$ cat src/rtl/nv_nvdla_sdp_core_c_chn_in_mwait_ctrl.sv
// Multi-channel SDP core input wait controller: per-channel pending-read tracking,
// one-entry holding register, saturating wait counter with timeout, and a join flag.
module nv_nvdla_sdp_core_c_chn_in_mwait_ctrl #(
    parameter int NUM_CHN = 4,
    parameter int DATA_W  = 32,
    parameter int CNT_W   = 8,
    parameter int TIMEOUT = 100,
    parameter int BYPASS  = 0
) (
    input  logic                        nvdla_core_clk,
    input  logic                        nvdla_core_rstn,
    input  logic                        core_wen,
    input  logic                        core_wten,
    input  logic [NUM_CHN-1:0]          chn_iswt0,
    input  logic [NUM_CHN-1:0]          chn_oswt,
    input  logic [NUM_CHN-1:0]          chn_ld_core_psct,
    input  logic [NUM_CHN-1:0]          chn_vd,
    input  logic [NUM_CHN*DATA_W-1:0]   chn_dat_in,
    input  logic [NUM_CHN-1:0]          chn_join_mask,
    output logic [NUM_CHN-1:0]          chn_biwt,
    output logic [NUM_CHN-1:0]          chn_bdwt,
    output logic [NUM_CHN-1:0]          chn_ld_core_sct,
    output logic [NUM_CHN*DATA_W-1:0]   chn_dat_out,
    output logic [NUM_CHN-1:0]          chn_dat_vld,
    output logic [NUM_CHN*CNT_W-1:0]    chn_wait_cnt,
    output logic [NUM_CHN-1:0]          chn_timeout,
    output logic                        all_done
);

    localparam longint unsigned CNT_MAX = (64'd1 << CNT_W) - 64'd1;
    // A threshold the counter can never reach simply disables the timeout.
    localparam bit              TO_EN   = (TIMEOUT != 0) && (64'(TIMEOUT) <= CNT_MAX);
    localparam logic [CNT_W-1:0] TO_VAL = TO_EN ? CNT_W'(TIMEOUT) : '0;
    localparam bit              BYP     = (BYPASS != 0);

    for (genvar c = 0; c < NUM_CHN; c++) begin : g_chn
        logic [DATA_W-1:0] dat_in_c;
        logic [DATA_W-1:0] dat_q, dat_d;
        logic [CNT_W-1:0]  cnt_q, cnt_d;
        logic              icwt_q, icwt_d;
        logic              vld_q, vld_d;
        logic              pdswt0, ogwt, biwt, bdwt;

        assign dat_in_c = chn_dat_in[c*DATA_W +: DATA_W];

        // Strobes are gated by reset so every output is quiet while reset is held.
        always_comb begin
            pdswt0 = chn_iswt0[c] & ~core_wten;
            ogwt   = (pdswt0 | icwt_q) & nvdla_core_rstn;
            biwt   = ogwt & chn_vd[c];
            bdwt   = chn_oswt[c] & core_wen & nvdla_core_rstn;
            icwt_d = ogwt & ~biwt;

            dat_d = dat_q;
            vld_d = vld_q;
            if (biwt) begin
                dat_d = dat_in_c;
                vld_d = 1'b1;
            end else if (bdwt) begin
                vld_d = 1'b0;
            end

            cnt_d = cnt_q;
            if (biwt || !ogwt) begin
                cnt_d = '0;
            end else if (icwt_q && !chn_vd[c] && (cnt_q != '1)) begin
                cnt_d = cnt_q + CNT_W'(1);
            end
        end

        always_ff @(posedge nvdla_core_clk or negedge nvdla_core_rstn) begin
            if (!nvdla_core_rstn) begin
                icwt_q <= 1'b0;
                vld_q  <= 1'b0;
                cnt_q  <= '0;
                dat_q  <= '0;
            end else begin
                icwt_q <= icwt_d;
                vld_q  <= vld_d;
                cnt_q  <= cnt_d;
                dat_q  <= dat_d;
            end
        end

        assign chn_biwt[c]                       = biwt;
        assign chn_bdwt[c]                       = bdwt;
        assign chn_ld_core_sct[c]                = chn_ld_core_psct[c] & ogwt;
        assign chn_wait_cnt[c*CNT_W +: CNT_W]    = cnt_q;
        assign chn_timeout[c]                    = TO_EN & icwt_q & (cnt_q >= TO_VAL);
        assign chn_dat_out[c*DATA_W +: DATA_W]   = (BYP && biwt) ? dat_in_c : dat_q;
        assign chn_dat_vld[c]                    = vld_q | (BYP & biwt);
    end

    assign all_done = (|chn_join_mask) & (&(chn_dat_vld | ~chn_join_mask));

endmodule

$ cat config.mk
export PLATFORM = sky130hd
export DESIGN_NAME = nv_nvdla_sdp_core_c_chn_in_mwait_ctrl
export DESIGN_NICKNAME = d
export VERILOG_FILES = /design/src/rtl/nv_nvdla_sdp_core_c_chn_in_mwait_ctrl.sv
export SDC_FILE = /design/constraint.sdc
export NUM_CORES = 1
export LEC_CHECK = 0
export BUFFER_PORTS_ARGS = -buffer_cell sky130_fd_sc_hd__buf_2
export CAP_MARGIN = 10
export CORE_MARGIN = 5
export CORE_UTILIZATION = 47
export DETAILED_ROUTE_END_ITERATION = 12
export GPL_ROUTABILITY_DRIVEN = 0
export PLACE_DENSITY_LB_ADDON = 0.2
export SYNTH_ARGS = -nofsm -noshare
export SYNTH_HDL_FRONTEND = slang
export SYNTH_SLANG_ARGS = --single-unit
$ cat constraint.sdc
create_clock -name nvdla_core_clk -period 2.25 [get_ports nvdla_core_clk]
set_clock_uncertainty 0.15 [all_clocks]
set_input_delay 0.225 -clock nvdla_core_clk [delete_from_list [all_inputs] [get_ports nvdla_core_clk]]
set_output_delay 0.225 -clock nvdla_core_clk [all_outputs]
set_load 0.05 [all_outputs]
# Yosys cells after proc, flatten, opt, wreduce, memory -nomap -nowiden
# Cells that the tools add are included.
# word_totals
reg_bits,168
inputBits,152
out_inout_bits,181
# op_classes
n_addsub,4
n_lt_le_gt_ge,4
eq_ne,4
muxes,16
bitwise_logic,44
reduce_logical,30
# op_table
op,n
2-to-1 mux 8 bit,8
AND 1 bit,33
adder 8 x 1 -> 8 bit (second input constant),4
>= comparator 8 x 7 -> 1 bit (second input constant),4
!= test 8 bit (second input constant),4
nonzero test 2 bit,8
logical AND 1 bit,8
logical NOT 1 bit,8
2-to-1 mux 1 bit,8
inverter 1 bit,5
logical OR 1 bit,4
inverter 4 bit,1
bitwise OR 1 bit,4
bitwise OR 4 bit,1
AND reduction 4 bit,1
OR reduction 4 bit,1

# Longest topological paths before layout
# Gate-level depths: netlist of run 1.
# depth
ltp_word,7
depth_mapped,6

# Worst setup path before layout of run 1
# No wires, ideal clock.
# synth_timing
path_type,reg-to-output
startpoint,register g_chn[1].vld_q
endpoint,output all_done
t_arrival_ps,3018
required_ps,1875
path_slack_ps,-1143
stages_incl_launch_ff,4
path_buffers,0
cell_sequence,dfrtp_1 inv_1 a22o_1 a2111oi_0
# synth_between
elab_chain_len,3
# synth_rtl
element,line,text
"start, declared",41,"logic vld_q, vld_d;"
"start signal, assigned",79,vld_q <= vld_d;
bitwise OR 4 bit,94,assign all_done = (|chn_join_mask) & (&(chn_dat_vld | ~chn_join_mask));
AND reduction 4 bit,94,
AND 1 bit,94,
"end, declared",27,output logic all_done
# No other way between the ends.

# Worst setup path in the final report of run 1
# Ends and elaborated chain as after synthesis.

==> results.json, run 1 <==
{
  "synth-main-ff-cell": "dfrtp_1",
  "tightest_slew_ns": 0.820,
  "hold_violations": 0,
  "port_buffers": 332,
  "async_flop_share_pct": 100,
  "worstReg2RegEnd": "g_chn[1].dat_q[9]$_DFFE_PN0P_",
  "diodes": 0,
  "insertion_delay_ns": 0.42,
  "syn_nets": 729,
  "dr.pass1.iters": 4,
  "vias_per_cell": 5.24,
  "cts-root-buf": "clkbuf_16",
  "syn_inst": 569,
  "setup_viol": 0,
  "r2r-start": "g_chn[1].icwt_q$_DFF_PN0_",
  "yosys_warnings": 0,
  "vias": 6607,
  "fill_cells": 1049,
  "layout_common_cells": "328 x buf_2, 168 x dfrtp_1, 132 x dlygate4sd3_1",
  "grt_use_total_pct": 26.7,
  "clkTransAtPathRegs_ns": 0.07,
  "nNetsFinal": 1191,
  "seq_area_frac_synth_pct": 56.7,
  "drc_errors": 0,
  "power_density_mw_per_mm2": 948,
  "status": "completed",
  "mappedNetlistArea_mm2": 0.00741,
  "layout_commonest_cell": "buf_2",
  "core-area_mm2": 0.0157,
  "fmax_mhz": 463,
  "rrSetupSlack_ns": 0.36,
  "post_cts_buffers": 0,
  "antenna_found_initial": 0,
  "numCtsBuffers": 17,
  "fin_crit_ns": 2.16,
  "synth-seq-cells": 168,
  "fin_ws_ns": 0.0879,
  "grt_pass1_vias": 7417,
  "grt_max_degree": 47,
  "cts_htree_levels": 4,
  "pin_count": 333,
  "synthDistinctLibCells": 47,
  "num_rows": 46,
  "layout-drive-gt1-share_pct": 47.1,
  "post-synth-top-area-cell": "dfrtp_1",
  "drtIter0Drc": 225,
  "p_leak_nw": 5.57,
  "pre_cts_ws_ns": 0.375,
  "path_class": "reg -> out",
  "p_total_mw": 10.7,
  "synth_top_area_share_pct": 56.7,
  "cts.path.max_buffers": 2,
  "cts_sinks": 168,
  "maxCapViolations": 0,
  "endpoint_kind": "primary output",
  "min_path_cells": 3,
  "timing.setup.tns_ns": 0,
  "area_delta_synth_final_pct": 52.6,
  "drv_slew": 0,
  "hpwl_um": 16500,
  "postRouteAntennaNets": 0,
  "floorplan.initialDensity_pct": 47.4,
  "grt_pass1_wl_um": 38700,
  "cts_tree": "built",
  "relSlewSlack_pct": 45.3,
  "worst-path-max-fanout": 2,
  "critPathLaunchType": "flop",
  "multi_input_area_mm2": 0.00287,
  "ir_drop_mv": 0.881,
  "seq_area_mm2": 0.00420,
  "worst_ep_required_time_ns": 1.88,
  "detail_route.wirelength_um": 24200,
  "post_synth.cell_area_avg_um2": 13.0,
  "die_h_um": 136,
  "fin_area_mm2": 0.0113,
  "period_share_pct": 96.1,
  "die_w_um": 136,
  "crit_start": "g_chn[1].vld_q$_DFFE_PN0P_",
  "synth_edf_count": 0,
  "wl_per_cell_um": 19.2,
  "min_path_type": "in -> reg",
  "grt-ovfl-total": 0,
  "die-area_mm2": 0.0184,
  "placed_area_mm2": 0.00933,
  "crit_path_end": "all_done",
  "synthTopCellsByArea": "dfrtp_1 57%, mux2_2 15%, mux2_1 4.3%, o211ai_1 2.7%, mux2i_1 1.8%",
  "rr_worst_depth": 3,
  "rsz0062_at_grt": "false",
  "cp.arrival_ns": 1.79
}
==> metal layers <==
layer  wire length [um]  vias to the layer above  GRT usage, %
met2              12800                      276          47.2
li1                   -                     2983             -
met4                885                        0          11.1
met1               8860                     3281          30.6
met5                  0                        -             0
met3               1690                       67          7.32
==> worst max-delay path: stages (launching register included) <==
cell and delay, ns:
dfrtp_1 0.34, inv_1 0.06, a22o_1 0.24, a2111oi_2 0.38
buf_2 0.35
==> where the power goes <==
| group | total (mW) | internal [mW] | switching [mW] | leakage (nW) |
|---|---|---|---|---|
| sequential | 3.91 | 3.59 | 0.320 | 2.08 |
| combinational | 3.93 | 1.09 | 2.85 | 3.20 |
| clock | 2.88 | 1.52 | 1.36 | 0.289 |
| total | 10.7 | 6.20 | 4.52 | 5.57 |
==> sequential cells by signal (all words and copies together), names as in the netlist <==
signal and cells:
g_chn.dat_q 128, g_chn.cnt_q 32, g_chn.icwt_q 4, g_chn.vld_q 4
==> cells in the mapped netlist, types with 2 or more instances <==
master and number:
nor2b_1 9, dfrtp_1 168, mux2_1 28, and2_1 4, o2111ai_1 2, a311oi_1 3
o211ai_2 3, nor4b_1 2, a21boi_0 5, nand2_1 4, o21a_1 3, nand3_1 7
mux2i_1 13, and4_1 9, o21ai_0 11, a31oi_1 5, a211oi_1 6, mux2_2 100
o21ai_1 2, nor3b_1 2, nand4_1 7, buf_2 13, clkbuf_1 15, nor4_1 3
a21oi_1 16, o311a_1 2, nor3_1 10, a41oi_1 3, o211ai_1 27, nor2_1 6
and3_1 12, inv_1 33, buf_4 15, ha_1 8
==> layout make-up <==
| cell class | count | area share, % |
|---|---|---|
| Sequential cell | 168 | 37.2 |
| Timing Repair Buffer | 487 | 28.7 |
| Multi-Input combinational cell | 324 | 25.4 |
| Clock buffer | 18 | 3.88 |
| Tap cell | 216 | 2.39 |
| Clock inverter | 14 | 1.38 |
| Inverter | 33 | 1.10 |
==> how the worst min path moves through the flow <==
stage          slack (ns)             from                       endpoint
6_report             0.03         core_wen     g_chn[1].vld_q$_DFFE_PN0P_
5_1_grt              0.04         core_wen     g_chn[1].vld_q$_DFFE_PN0P_
4_1_cts              0.01         core_wen     g_chn[1].vld_q$_DFFE_PN0P_
3_5_place_dp       -0.007  nvdla_core_rstn  g_chn[1].cnt_q[6]$_DFFE_PN0P_
3_3_place_gp        -0.02  nvdla_core_rstn  g_chn[1].cnt_q[4]$_DFFE_PN0P_
2_1_floorplan       -0.22  nvdla_core_rstn  g_chn[0].cnt_q[0]$_DFFE_PN0P_
==> cell families (layout without fill, tap and decap cells) <==
group           count (synthesis)  count (layout)  share of synthesized area, %
mux                           141             141                          21.2
fa+ha+maj                       8               8                          1.35
compound gates                 95              95                          9.23
buf+inv                        77             552                          4.88
simple gates                   80              80                          6.63
flops                         168             168                          56.7
==> repair_timing <==
item,4_1_cts,5_1_grt
hold endpoints to repair,251,0
hold buffers,135,0
resized for setup,0,10
endpoints found under the setup margin,0,37
==> metrics by stage <==
stage | instances | hold slack (ns) | utilization, %
2_1_floorplan | 569 | -0.221 | -
3_3_place_gp | 1093 | -0.0235 | 59.6
3_5_place_dp | 1093 | -0.00723 | 59.6
4_1_cts | 1260 | 0.0129 | 72.1
5_1_grt | 1260 | 0.0439 | 72.3
6_report | 1260 | 0.0312 | 72.3
No activity file was read; power rests on OpenSTA's default activity.
==> inputs of run 2 (changes only) <==
--- a/config.mk
+++ b/config.mk
@@ -6,12 +6,13 @@
 export NUM_CORES = 1
 export LEC_CHECK = 0
 export BUFFER_PORTS_ARGS = -buffer_cell sky130_fd_sc_hd__buf_2
-export CAP_MARGIN = 10
+export CAP_MARGIN = 20
 export CORE_MARGIN = 5
 export CORE_UTILIZATION = 47
 export DETAILED_ROUTE_END_ITERATION = 12
 export GPL_ROUTABILITY_DRIVEN = 0
 export PLACE_DENSITY_LB_ADDON = 0.2
+export RECOVER_POWER = 100
 export SYNTH_ARGS = -nofsm -noshare
 export SYNTH_HDL_FRONTEND = slang
 export SYNTH_SLANG_ARGS = --single-unit
==> run 2 against run 1 <==
Die area unchanged. Critical path type unchanged. Largest power group is now registers. Highest routed layer unchanged. Sequential power about the same. Worst hold slack improved by 0.0028 ns. Design area decreased by 2.6%.
==> results.json, run 2 (same netlist as run 1, synthesis figures left out) <==
{
  "status": "completed",
  "combPwrFrac_pct": 35.5,
  "min_path_type": "in -> reg",
  "die_w_um": 136,
  "fmax_mhz": 462,
  "power_density_mw_per_mm2": 958,
  "period_share_pct": 96.1,
  "vias_per_cell": 5.23,
  "area_delta_synth_final_pct": 48.7,
  "max_stage_delay_ns": 0.37,
  "setup_viol": 0,
  "drc_errors": 0,
  "num_rows": 46,
  "endpoint_kind": "primary output",
  "hpwl_um": 16500,
  "grt_max_degree": 47,
  "layout_commonest_cell": "clkbuf_1",
  "power_switching_mw": 4.54,
  "port_buffers": 332,
  "whs_ns": 0.0340,
  "floorplan.initialDensity_pct": 47.4,
  "cp.arrival_ns": 1.79,
  "antenna_found_initial": 0,
  "cts_tree": "built",
  "nNetsFinal": 1191,
  "grt_pass1_wl_um": 38700,
  "detail_route.wirelength_um": 24300,
  "rrSetupSlack_ns": 0.15,
  "rr_worst_depth": 3,
  "cts_sinks": 168,
  "fin_crit_ns": 2.16,
  "post_cts_buffers": 0,
  "largest_reg_flops": 128,
  "crit_chain": "inv_1 > a22o_1 > a2111oi_2 > buf_2",
  "vias": 6595,
  "die-area_mm2": 0.0184,
  "pwr-share-clk_pct": 27.3,
  "maxCapViolations": 0,
  "swShare_pct": 43.0,
  "drtIter0Drc": 216,
  "ir_drop_mv": 0.862,
  "postRouteAntennaNets": 0,
  "layout_common_cells": "171 x clkbuf_1, 168 x dfrtp_1, 152 x buf_2",
  "relSlewSlack_pct": 21.5,
  "dr.pass1.iters": 4,
  "cts_htree_levels": 4,
  "worst_ep_required_time_ns": 1.88,
  "pin_count": 333,
  "die_h_um": 136,
  "grt_use_total_pct": 26.7,
  "cts-root-buf": "clkbuf_16",
  "reg_top3": "g_chn.dat_q (128), g_chn.cnt_q (32)",
  "layout-drive-gt1-share_pct": 30.4,
  "crit_start": "g_chn[1].vld_q$_DFFE_PN0P_",
  "core-area_mm2": 0.0157,
  "drv_slew": 0,
  "insertion_delay_ns": 0.42,
  "grt-ovfl-total": 0,
  "cts.path.max_buffers": 2,
  "seqPwrFrac_pct": 37.2,
  "crit_slowest_cell": "a2111oi_2",
  "grt_pass1_vias": 7417,
  "hold_violations": 0,
  "timing.setup.tns_ns": 0,
  "critPathLaunchType": "flop",
  "worstReg2RegEnd": "g_chn[0].dat_q[4]$_DFFE_PN0P_",
  "wl_per_cell_um": 19.3,
  "top_register": "g_chn.dat_q",
  "crit_path_end": "all_done",
  "numCtsBuffers": 17,
  "path_class": "reg -> out",
  "p_leak_nw": 4.97,
  "worst-path-max-fanout": 2,
  "r2r-start": "g_chn[0].icwt_q$_DFF_PN0_",
  "tightest_slew_ns": 1.18,
  "rsz0062_at_grt": "false",
  "clkTransAtPathRegs_ns": 0.07,
  "intPower_mw": 6.02
}
## run 2: worst min-delay path by stage
stage / to / cells after the start / startpoint
3_3_place_gp: g_chn[1].cnt_q[4]$_DFFE_PN0P_ / 1 / nvdla_core_rstn
5_1_grt: g_chn[1].vld_q$_DFFE_PN0P_ / 3 / core_wen
3_5_place_dp: g_chn[1].cnt_q[6]$_DFFE_PN0P_ / 1 / nvdla_core_rstn
6_report: g_chn[1].vld_q$_DFFE_PN0P_ / 3 / core_wen
2_1_floorplan: g_chn[0].cnt_q[0]$_DFFE_PN0P_ / 0 / nvdla_core_rstn
4_1_cts: g_chn[1].vld_q$_DFFE_PN0P_ / 3 / core_wen
## run 2: what timing repair did
action,4_1_cts,5_1_grt
endpoints found under the setup margin,0,37
hold buffers,135,0
endpoints found under the hold margin,251,0
resized for setup,0,10
## run 2: layer usage
layer	GRT usage, %	vias to the layer above	wire length (um)
met5	0	-	0
met3	7.32	69	1710
met2	47.2	289	12900
met4	11.1	0	866
met1	30.6	3246	8850
li1	-	2991	-
## run 2: per-stage QoR
stage	power (mW)	cell area (um^2)	util, %	cells	worst slack, ns
2_1_floorplan	6.58	7420	-	569	0.195
3_3_place_gp	7.56	9330	59.6	1093	0.458
3_5_place_dp	7.64	9330	59.6	1093	0.375
4_1_cts	10.7	11300	72.1	1260	0.0209
5_1_grt	10.9	11000	70.4	1260	0.00359
6_report	10.6	11000	70.4	1261	0.0867
## run 2: critical path, delay by kind of cell, from the launching register on
family | cells | cell delay [ns]
flops | 1 | 0.34
buf+inv | 2 | 0.41
compound gates | 2 | 0.61
## run 2: power groups by stage
| stage | Sequential, mW | Combinational [mW] | Clock, mW |
|---|---|---|---|
| after floorplan | 5.89 | 0.691 | 0 |
| after global routing | 3.99 | 3.90 | 3.06 |
| after detailed placement | 3.92 | 3.72 | 0 |
| final | 3.92 | 3.75 | 2.88 |
| after CTS | 3.88 | 3.91 | 2.94 |
| after global placement | 3.90 | 3.66 | 0 |
## run 2: area by class of cell
cell class	count	area, um^2
fillers	1156	4630
inverters	33	124
flip-flops and latches	168	4200
diodes	1	2.50
clock buffers	18	439
clock inverters	14	156
repair buffers	487	2990
multi-input cells	324	2840
well taps	216	270
==> inputs of run 3 (changes only) <==
==> constraint.sdc (replaced) <==
create_clock -name nvdla_core_clk -period 2.1 [get_ports nvdla_core_clk]
set_clock_uncertainty 0.15 [all_clocks]
set_input_delay 0.21 -clock nvdla_core_clk [delete_from_list [all_inputs] [get_ports nvdla_core_clk]]
set_output_delay 0.21 -clock nvdla_core_clk [all_outputs]
set_load 0.05 [all_outputs]
==> run 3 against run 2 <==
First-iteration DRC count up 38%. Final cell count up 0.32%. Combinational power up 8.0%. Critical path type unchanged. Largest cell class unchanged.
==> results.json, run 3 (same netlist as run 1, synthesis figures left out) <==
{
  "hold_violations": 0,
  "detail_route.wirelength_um": 24700,
  "crit_slowest_cell": "dfrtp_1",
  "setup_viol": 0,
  "grt_max_degree": 46,
  "grt_pass1_wl_um": 39100,
  "maxCapViolations": 0,
  "max_stage_delay_ns": 0.48,
  "crit_buf_inv": 1,
  "cp_top_family": "compound AO/OA/AOI/OAI gates",
  "combPwrFrac_pct": 35.7,
  "layout_common_cells": "166 x dfrtp_1, 166 x clkbuf_1, 154 x buf_2",
  "drtIter0Drc": 299,
  "cts_tree": "built",
  "clkTransAtPathRegs_ns": 0.07,
  "core-area_mm2": 0.0157,
  "cp.arrival_ns": 1.66,
  "timing.setup.tns_ns": 0,
  "final_core_util_pct": 70.8,
  "intPower_mw": 6.43,
  "endpoint_kind": "primary output",
  "min_path_type": "in -> reg",
  "fmax_mhz": 494,
  "hpwl_um": 16100,
  "fill_cells": 1204,
  "whs_ns": 0.0302,
  "antenna_found_initial": 0,
  "num_rows": 46,
  "die_h_um": 136,
  "cts_htree_levels": 4,
  "period_share_pct": 96.4,
  "die-area_mm2": 0.0184,
  "cts.path.max_buffers": 2,
  "p_total_mw": 11.3,
  "grt_use_total_pct": 27.2,
  "rr_worst_depth": 3,
  "grt_pass1_vias": 7231,
  "swShare_pct": 43.2,
  "vias_per_cell": 5.27,
  "status": "completed",
  "power_density_mw_per_mm2": 1020,
  "wl_per_cell_um": 19.5,
  "drc_errors": 0,
  "grt-ovfl-total": 0,
  "top_register": "g_chn.dat_q",
  "numCtsBuffers": 17,
  "dr.pass1.iters": 4,
  "fin_crit_ns": 2.02,
  "diodes": 0,
  "floorplan.initialDensity_pct": 47.4,
  "layout-drive-gt1-share_pct": 31.0,
  "seqPwrFrac_pct": 37.2,
  "pin_count": 333,
  "largest_reg_flops": 128,
  "power_switching_mw": 4.89,
  "die_w_um": 136,
  "vias": 6668,
  "worst-path-max-fanout": 9,
  "port_buffers": 332,
  "cts_sinks": 168,
  "area_delta_synth_final_pct": 49.5,
  "rsz0062_at_grt": "false",
  "tightest_slew_ns": 0.967,
  "cts-root-buf": "clkbuf_16",
  "p_leak_nw": 5.00,
  "pwr-share-clk_pct": 27.0,
  "crit_chain": "o311a_1 > o21a_1 > clkbuf_2",
  "ir_drop_mv": 0.743,
  "relSlewSlack_pct": 35.6,
  "min_path_cells": 3,
  "worstSetupPathDepth": 3,
  "drv_slew": 0,
  "postRouteAntennaNets": 0,
  "insertion_delay_ns": 0.43,
  "critPathLaunchType": "flop",
  "reg_top3": "g_chn.dat_q (128), g_chn.cnt_q (32)",
  "path_class": "reg -> out",
  "worst_ep_required_time_ns": 1.74,
  "nNetsFinal": 1196
}
## run 3: cell type report
type	count	area, um^2	share of cell area [%]
clock inverters	14	129	1.16
clock buffers	18	439	3.96
well taps	216	270	2.44
multi-input cells	324	2880	26.0
repair buffers	492	3040	27.4
inverters	33	124	1.12
flip-flops and latches	168	4210	37.9
## run 3: metal layers
layer / wire length (um) / global-route usage [%] / vias up
met5: 0 / 0 / -
met4: 854 / 10.5 / 0
met3: 1810 / 7.65 / 67
met2: 12900 / 47.0 / 290
met1: 9170 / 32.3 / 3316
li1: - / - / 2995
## run 3: worst min-delay path, delay by kind of cell
family,cells,cell delay (ns)
AND/OR/NAND/NOR,1,0.19
AO/OA/AOI/OAI,1,0.08
buffers and inverters,1,0.07
## run 3: path summary, 6_finish.rpt
path / from / end / slack [ns]
min: chn_oswt[1] / g_chn[1].vld_q$_DFFE_PN0P_ / 0.03
max reg2reg: g_chn[1].icwt_q$_DFF_PN0_ / g_chn[1].dat_q[16]$_DFFE_PN0P_ / 0.11
max in group asynchronous: nvdla_core_rstn / g_chn[1].cnt_q[3]$_DFFE_PN0P_ / 0.18
max: g_chn[0].cnt_q[3]$_DFFE_PN0P_ / chn_timeout[0] / 0.08
min reg2reg: g_chn[2].dat_q[11]$_DFFE_PN0P_ / g_chn[2].dat_q[11]$_DFFE_PN0P_ / 0.34
min in group asynchronous: nvdla_core_rstn / g_chn[3].dat_q[31]$_DFFE_PN0P_ / 0.53
## run 3: power by group through the flow
| stage | logic, mW | registers, mW | clock network, mW |
|---|---|---|---|
| 2_1_floorplan | 0.741 | 6.31 | 0 |
| 3_3_place_gp | 3.93 | 4.18 | 0 |
| 3_5_place_dp | 3.99 | 4.20 | 0 |
| 4_1_cts | 4.21 | 4.16 | 3.08 |
| 5_1_grt | 4.20 | 4.27 | 3.24 |
| 6_report | 4.05 | 4.21 | 3.06 |
## run 3: timing repair
action | 4_1_cts | 5_1_grt
pin swaps | 0 | 0
endpoints found under the setup margin | 1 | 4
resized for setup | 1 | 3
hold endpoints to repair | 209 | 0
buffers inserted | 0 | 0
hold buffers | 137 | 0
cloned | 0 | 0
## run 3: stage by stage
step	setup WS [ns]	cell area (um^2)	cells
3_3_place_gp	0.419	9380	1096
5_1_grt	0.00554	11100	1265
3_5_place_dp	0.275	9380	1096
6_report	0.0753	11100	1265
2_1_floorplan	0.0600	7420	569
4_1_cts	0.00285	11300	1265
